File: src/rtl/pipeline_pkg.sv
// Shared definitions for the 5-stage MIPS pipeline: widths, control-bit
// indices and forwarding-select encodings.
package pipeline_pkg;

  localparam int DATA_W  = 32;
  localparam int REG_W   = 5;
  localparam int ALUOP_W = 4;
  localparam int CTRL_W  = 6;

  localparam int CTRL_REGWRITE = 5;
  localparam int CTRL_MEMTOREG = 4;
  localparam int CTRL_MEMREAD  = 3;
  localparam int CTRL_MEMWRITE = 2;
  localparam int CTRL_ALUSRC   = 1;
  localparam int CTRL_REGDST   = 0;

  localparam int ZERO_REG = 0;

  // ForA/ForB operand-select encodings used by the forwarding unit
  typedef enum logic [1:0] {
    FWD_NONE = 2'b00,
    FWD_WB   = 2'b01,
    FWD_MEM  = 2'b10
  } fwd_sel_e;

endpackage

File: src/rtl/hazard_detect.sv
// Combinational load-use hazard detection and front-end write enables.
// Store-data dependencies on a load are left to the MEM-stage forward.
module hazard_detect
  import pipeline_pkg::*;
#(
  parameter int REG_W_P = REG_W
) (
  input  logic               ID_Valid,
  input  logic [REG_W_P-1:0] ID_RegRs,
  input  logic [REG_W_P-1:0] ID_RegRt,
  input  logic               ID_UsesRs,
  input  logic               ID_UsesRt,
  input  logic               id_mem_write,
  input  logic               IDEX_Valid,
  input  logic               idex_mem_read,
  input  logic [REG_W_P-1:0] IDEX_RegRt,
  input  logic               Flush,
  input  logic               ExHold,
  output logic               load_use,
  output logic               PCWrite,
  output logic               IFID_Write
);

  logic rs_match;
  logic rt_match;

  always_comb begin
    rs_match = ID_UsesRs & (ID_RegRs == IDEX_RegRt);
    rt_match = ID_UsesRt & ~id_mem_write & (ID_RegRt == IDEX_RegRt);
    load_use = ID_Valid & IDEX_Valid & idex_mem_read
             & (IDEX_RegRt != REG_W_P'(ZERO_REG))
             & (rs_match | rt_match);
    // A flush discards the dependent instruction, so the front end may advance
    PCWrite    = ~ExHold & ~(load_use & ~Flush);
    IFID_Write = PCWrite;
  end

endmodule

File: src/rtl/id_ex_stage.sv
// ID/EX pipeline register with load-use bubble insertion.
// Optional macro IDEX_STALL_COUNT_EN adds a saturating StallCount output.
module id_ex_stage
  import pipeline_pkg::*;
#(
  parameter int DATA_W  = pipeline_pkg::DATA_W,
  parameter int REG_W   = pipeline_pkg::REG_W,
  parameter int ALUOP_W = pipeline_pkg::ALUOP_W
) (
  input  logic               clk,
  input  logic               reset,
  input  logic               ID_Valid,
  input  logic [REG_W-1:0]   ID_RegRs,
  input  logic [REG_W-1:0]   ID_RegRt,
  input  logic [REG_W-1:0]   ID_RegRd,
  input  logic               ID_UsesRs,
  input  logic               ID_UsesRt,
  input  logic [DATA_W-1:0]  ID_ReadData1,
  input  logic [DATA_W-1:0]  ID_ReadData2,
  input  logic [DATA_W-1:0]  ID_Imm,
  input  logic [CTRL_W-1:0]  ID_Ctrl,
  input  logic [ALUOP_W-1:0] ID_ALUOp,
  input  logic               Flush,
  input  logic               ExHold,
  output logic               PCWrite,
  output logic               IFID_Write,
  output logic               IDEX_Valid,
  output logic [REG_W-1:0]   IDEX_RegRs,
  output logic [REG_W-1:0]   IDEX_RegRt,
  output logic [REG_W-1:0]   IDEX_WriteReg,
  output logic [DATA_W-1:0]  IDEX_ReadData1,
  output logic [DATA_W-1:0]  IDEX_ReadData2,
  output logic [DATA_W-1:0]  IDEX_Imm,
  output logic [CTRL_W-1:0]  IDEX_Ctrl,
  output logic [ALUOP_W-1:0] IDEX_ALUOp
`ifdef IDEX_STALL_COUNT_EN
  ,
  output logic [31:0]        StallCount
`endif
);

  logic               load_use;

  logic               valid_q,     valid_d;
  logic [REG_W-1:0]   reg_rs_q,    reg_rs_d;
  logic [REG_W-1:0]   reg_rt_q,    reg_rt_d;
  logic [REG_W-1:0]   write_reg_q, write_reg_d;
  logic [DATA_W-1:0]  rd1_q,       rd1_d;
  logic [DATA_W-1:0]  rd2_q,       rd2_d;
  logic [DATA_W-1:0]  imm_q,       imm_d;
  logic [CTRL_W-1:0]  ctrl_q,      ctrl_d;
  logic [ALUOP_W-1:0] aluop_q,     aluop_d;

  hazard_detect #(
    .REG_W_P (REG_W)
  ) u_hazard_detect (
    .ID_Valid      (ID_Valid),
    .ID_RegRs      (ID_RegRs),
    .ID_RegRt      (ID_RegRt),
    .ID_UsesRs     (ID_UsesRs),
    .ID_UsesRt     (ID_UsesRt),
    .id_mem_write  (ID_Ctrl[CTRL_MEMWRITE]),
    .IDEX_Valid    (valid_q),
    .idex_mem_read (ctrl_q[CTRL_MEMREAD]),
    .IDEX_RegRt    (reg_rt_q),
    .Flush         (Flush),
    .ExHold        (ExHold),
    .load_use      (load_use),
    .PCWrite       (PCWrite),
    .IFID_Write    (IFID_Write)
  );

  // Hold beats everything; flush, load-use and an empty ID all become a bubble
  always_comb begin
    valid_d     = valid_q;
    reg_rs_d    = reg_rs_q;
    reg_rt_d    = reg_rt_q;
    write_reg_d = write_reg_q;
    rd1_d       = rd1_q;
    rd2_d       = rd2_q;
    imm_d       = imm_q;
    ctrl_d      = ctrl_q;
    aluop_d     = aluop_q;
    if (!ExHold) begin
      if (Flush || load_use || !ID_Valid) begin
        valid_d     = 1'b0;
        reg_rs_d    = '0;
        reg_rt_d    = '0;
        write_reg_d = '0;
        rd1_d       = '0;
        rd2_d       = '0;
        imm_d       = '0;
        ctrl_d      = '0;
        aluop_d     = '0;
      end else begin
        valid_d     = 1'b1;
        reg_rs_d    = ID_RegRs;
        reg_rt_d    = ID_RegRt;
        write_reg_d = ID_Ctrl[CTRL_REGDST] ? ID_RegRd : ID_RegRt;
        rd1_d       = ID_ReadData1;
        rd2_d       = ID_ReadData2;
        imm_d       = ID_Imm;
        ctrl_d      = ID_Ctrl;
        aluop_d     = ID_ALUOp;
      end
    end
  end

  always_ff @(posedge clk) begin
    if (reset) begin
      valid_q     <= 1'b0;
      reg_rs_q    <= '0;
      reg_rt_q    <= '0;
      write_reg_q <= '0;
      rd1_q       <= '0;
      rd2_q       <= '0;
      imm_q       <= '0;
      ctrl_q      <= '0;
      aluop_q     <= '0;
    end else begin
      valid_q     <= valid_d;
      reg_rs_q    <= reg_rs_d;
      reg_rt_q    <= reg_rt_d;
      write_reg_q <= write_reg_d;
      rd1_q       <= rd1_d;
      rd2_q       <= rd2_d;
      imm_q       <= imm_d;
      ctrl_q      <= ctrl_d;
      aluop_q     <= aluop_d;
    end
  end

  assign IDEX_Valid     = valid_q;
  assign IDEX_RegRs     = reg_rs_q;
  assign IDEX_RegRt     = reg_rt_q;
  assign IDEX_WriteReg  = write_reg_q;
  assign IDEX_ReadData1 = rd1_q;
  assign IDEX_ReadData2 = rd2_q;
  assign IDEX_Imm       = imm_q;
  assign IDEX_Ctrl      = ctrl_q;
  assign IDEX_ALUOp     = aluop_q;

`ifdef IDEX_STALL_COUNT_EN
  logic [31:0] stall_count_q, stall_count_d;

  // Counts only load-use bubbles that actually enter EX
  always_comb begin
    stall_count_d = stall_count_q;
    if (!ExHold && !Flush && load_use && (stall_count_q != 32'hFFFF_FFFF))
      stall_count_d = stall_count_q + 32'd1;
  end

  always_ff @(posedge clk) begin
    if (reset) stall_count_q <= '0;
    else       stall_count_q <= stall_count_d;
  end

  assign StallCount = stall_count_q;
`endif

endmodule

File: config.mk
export PLATFORM = sky130hd
export DESIGN_NAME = id_ex_stage
export DESIGN_NICKNAME = d
export VERILOG_FILES = /design/src/rtl/pipeline_pkg.sv /design/src/rtl/hazard_detect.sv /design/src/rtl/id_ex_stage.sv
export SDC_FILE = /design/constraint.sdc
export NUM_CORES = 1
export LEC_CHECK = 0
export CORE_ASPECT_RATIO = 1.4
export CORE_MARGIN = 2
export CORE_UTILIZATION = 37
export CTS_BUF_LIST = sky130_fd_sc_hd__clkbuf_16
export CTS_CLUSTER_DIAMETER = 150
export DETAILED_ROUTE_END_ITERATION = 8
export GPL_ROUTABILITY_DRIVEN = 0
export HOLD_SLACK_MARGIN = 0.08
export MAX_ROUTING_LAYER = met4
export PLACE_DENSITY = 0.77
export SYNTH_ARGS = -nofsm -noshare
export SYNTH_HDL_FRONTEND = slang
export SYNTH_SLANG_ARGS = --single-unit
File: constraint.sdc
create_clock -name clk -period 2.2 [get_ports clk]
set_clock_uncertainty 0.15 [all_clocks]
set_input_delay 0.44 -clock clk [delete_from_list [all_inputs] [get_ports clk]]
set_output_delay 0.44 -clock clk [all_outputs]
set_load 0.005 [all_outputs]
==> results.json <==
{
  "htreeDepth": 4,
  "critPathKind": "reg -> out",
  "die_height_um": 143,
  "grt_pass1_vias": 5439,
  "yosysWarnings": 0,
  "dpl_cell_area_um2": 7990,
  "status": "finished with violations",
  "start_util_pct": 37.5,
  "ioPinCount": 252,
  "fin_hold_ws_ns": 0.315,
  "hold_path_class": "reg -> reg",
  "dpl.cell_count": 992,
  "yosysMostFrequentCell": "dfxtp_1",
  "postSynthAreaPerCell_um2": 8.82,
  "required_ns": 1.61,
  "ant_nets": 0,
  "numCtsBuffers": 17,
  "syn2layout_area_growth_pct": 67.5,
  "cts_hold_buf": 0,
  "crit_path_start_kind": "flop",
  "drc": 0,
  "grt_pass1_wl_um": 27500,
  "grt_use_met1_pct": 25.6,
  "top_usage_layer": "met2",
  "routed_wirelength_um": 17700,
  "rsz0062_at_grt": "true",
  "cts_root_buf": "clkbuf_16",
  "syn_nets": 711,
  "violations": "negative setup slack",
  "rows": 51,
  "maxSlewViolCount": 0,
  "fmax_mhz": 417,
  "clock_path_buffers": 2,
  "synth_common_cells": "dfxtp_1, nand2_1, a32oi_1",
  "fin_crit_ns": 2.40,
  "crit_path_max_fanout": 2,
  "synth_edf_count": 0,
  "ys_ff_latch": 122,
  "ir_drop_uv": 471,
  "clkTransAtPathRegs_ns": 0.05,
  "netlist.area_leader.share_pct": 47.5,
  "die_x_um": 104,
  "crit_slowest_cell": "or4_4",
  "viasPerCell": 5.58,
  "n_antenna_cell": 0,
  "die_area_um2": 14900,
  "netlist_instances": 583,
  "finalSetupViolCount": 92,
  "tightest_slew_ns": 0.413,
  "clock_sinks": 122,
  "drv_cap": 0,
  "final_cell_area_um2": 8610,
  "dr.pass1.iters": 5,
  "wl_per_cell_um": 17.3,
  "setup_ws_ns": -0.198,
  "yosys.area.top_type": "dfxtp_1",
  "cts_tree": "built",
  "finalCritPeriodShare_pct": 109,
  "power_density_nw_per_um2": 702,
  "portBuffers": 251,
  "synth.distinct_cells": 23,
  "p_leak_uw": 0.00294,
  "grtUsageMet2_pct": 40.7,
  "tns_ns": -7.63,
  "grt_overflow_total": 0,
  "use_met3_pct": 6.76,
  "synthFlopType": "dfxtp_1",
  "p_total_uw": 6040,
  "synthTopCellsByArea": "dfxtp_1, a32oi_1, nand2_1",
  "crit_chain": "or4_4, o2111ai_4, nor2_2, a21oi_2, buf_2",
  "insertion_delay_ns": 0.41,
  "core-area_um2": 13700,
  "seq_area_frac_synth_pct": 47.5,
  "final_cells": 1024,
  "critPathMaxStageDelay_ns": 0.56,
  "synthArstFlopShare_pct": 0,
  "layout-drive-gt1-share_pct": 10.5,
  "crit_path_end_kind": "output pin",
  "fill_cells": 1123,
  "place_hpwl_um": 12200,
  "grt_antenna_before_repair": 0,
  "arrival_ns": 1.81,
  "hold_viol_final": 0,
  "grt_max_degree": 69,
  "grt_util_all_layers_pct": 23.5,
  "relSlewSlack_pct": 72.5,
  "netlist_area_um2": 5140,
  "nNetsFinal": 954,
  "via_count": 5709,
  "drt_iter0_markers": 348
}
==> metrics by stage <==
step / worst slack, ns / utilization, %
floorplan: -0.153 / -
global placement: -0.525 / 58.2
finish: -0.198 / 62.8
CTS: -0.215 / 62.7
detailed placement: -0.556 / 58.2
global route: -0.276 / 62.8
==> routing by layer <==
| layer | up-vias | wire length, µm |
|---|---|---|
| met5 | - | 0 |
| met4 | 0 | 469 |
| met3 | 35 | 1140 |
| met2 | 209 | 9330 |
| met1 | 2755 | 6760 |
| li1 | 2710 | - |
==> timing repair <==
| item | 4_1_cts | 5_1_grt |
|---|---|---|
| setup endpoints to repair | 103 | 94 |
| buffers inserted | 1 | 0 |
| resized for setup | 13 | 2 |
| pin swaps | 4 | 0 |
==> worst paths after layout <==
check                                  start                         to  slack, ns  cells past startpoint
setup / recovery  IDEX_RegRt[2]$_SDFFE_PP0N_                    PCWrite      -0.20                      5
hold / removal     IDEX_Ctrl[1]$_SDFFE_PP0N_  IDEX_Ctrl[1]$_SDFFE_PP0N_       0.31                      2
setup reg to reg  IDEX_RegRt[2]$_SDFFE_PP0N_   IDEX_Imm[0]$_SDFFE_PP0N_      -0.15                      6
hold reg to reg    IDEX_Ctrl[1]$_SDFFE_PP0N_  IDEX_Ctrl[1]$_SDFFE_PP0N_       0.31                      2
==> registers in the layout (all words and copies together), names as in the netlist <==
register and cells:
IDEX_Imm 32, IDEX_ReadData2 32, IDEX_Ctrl 6, IDEX_WriteReg 5, IDEX_RegRt 5, IDEX_ALUOp 4, IDEX_RegRs 5, IDEX_Valid 1
IDEX_ReadData1 32
==> worst max-delay path: cells and delay by family, from the launching register on <==
kind / cells / cell delay, ns
compound gates: 2 / 0.34
buf+inv: 1 / 0.13
flops: 1 / 0.31
simple gates: 2 / 0.62
==> area by class of cell <==
type | instances | area (µm²) | share of cell area, %
clock buffer | 17 | 425 | 4.94
sequential | 122 | 2440 | 28.4
timing repair buffer | 293 | 2910 | 33.8
multi-input combinational | 392 | 2420 | 28.1
clock inverter | 15 | 184 | 2.14
tap | 185 | 231 | 2.69
==> cell usage in the layout, fill, tap and decap left out, types with 2 or more instances in the layout <==
cell type	instances
clkdlybuf4s50_1	249
buf_4	33
dfxtp_2	2
o21ai_0	53
bufinv_16	4
clkinv_2	5
a32oi_1	116
buf_12	6
clkinvlp_4	3
clkbuf_16	17
xnor2_1	10
dfxtp_1	120
nand4_1	2
a22oi_1	6
nand2_1	118
a21oi_1	10
o21ai_1	63
buf_2	2
inv_1	2
mux2_2	5
==> report_power, final <==
| part | switching (µW) | internal, µW | leakage, µW |
|---|---|---|---|
| logic | 301 | 500 | 0.00164 |
| clock network | 988 | 1870 | 0.000301 |
| registers | 62.7 | 2320 | 0.000996 |
| total | 1350 | 4690 | 0.00294 |
==> cell families after synthesis <==
group,Yosys count,synth area share [%]
AO/OA/AOI/OAI,252,33.6
multiplexers,5,1.09
flip-flops,122,47.5
XOR/XNOR,10,1.70
AND/OR/NAND/NOR,125,9.63
buffers and inverters,69,6.50
No activity file was read; power rests on OpenSTA's default activity.
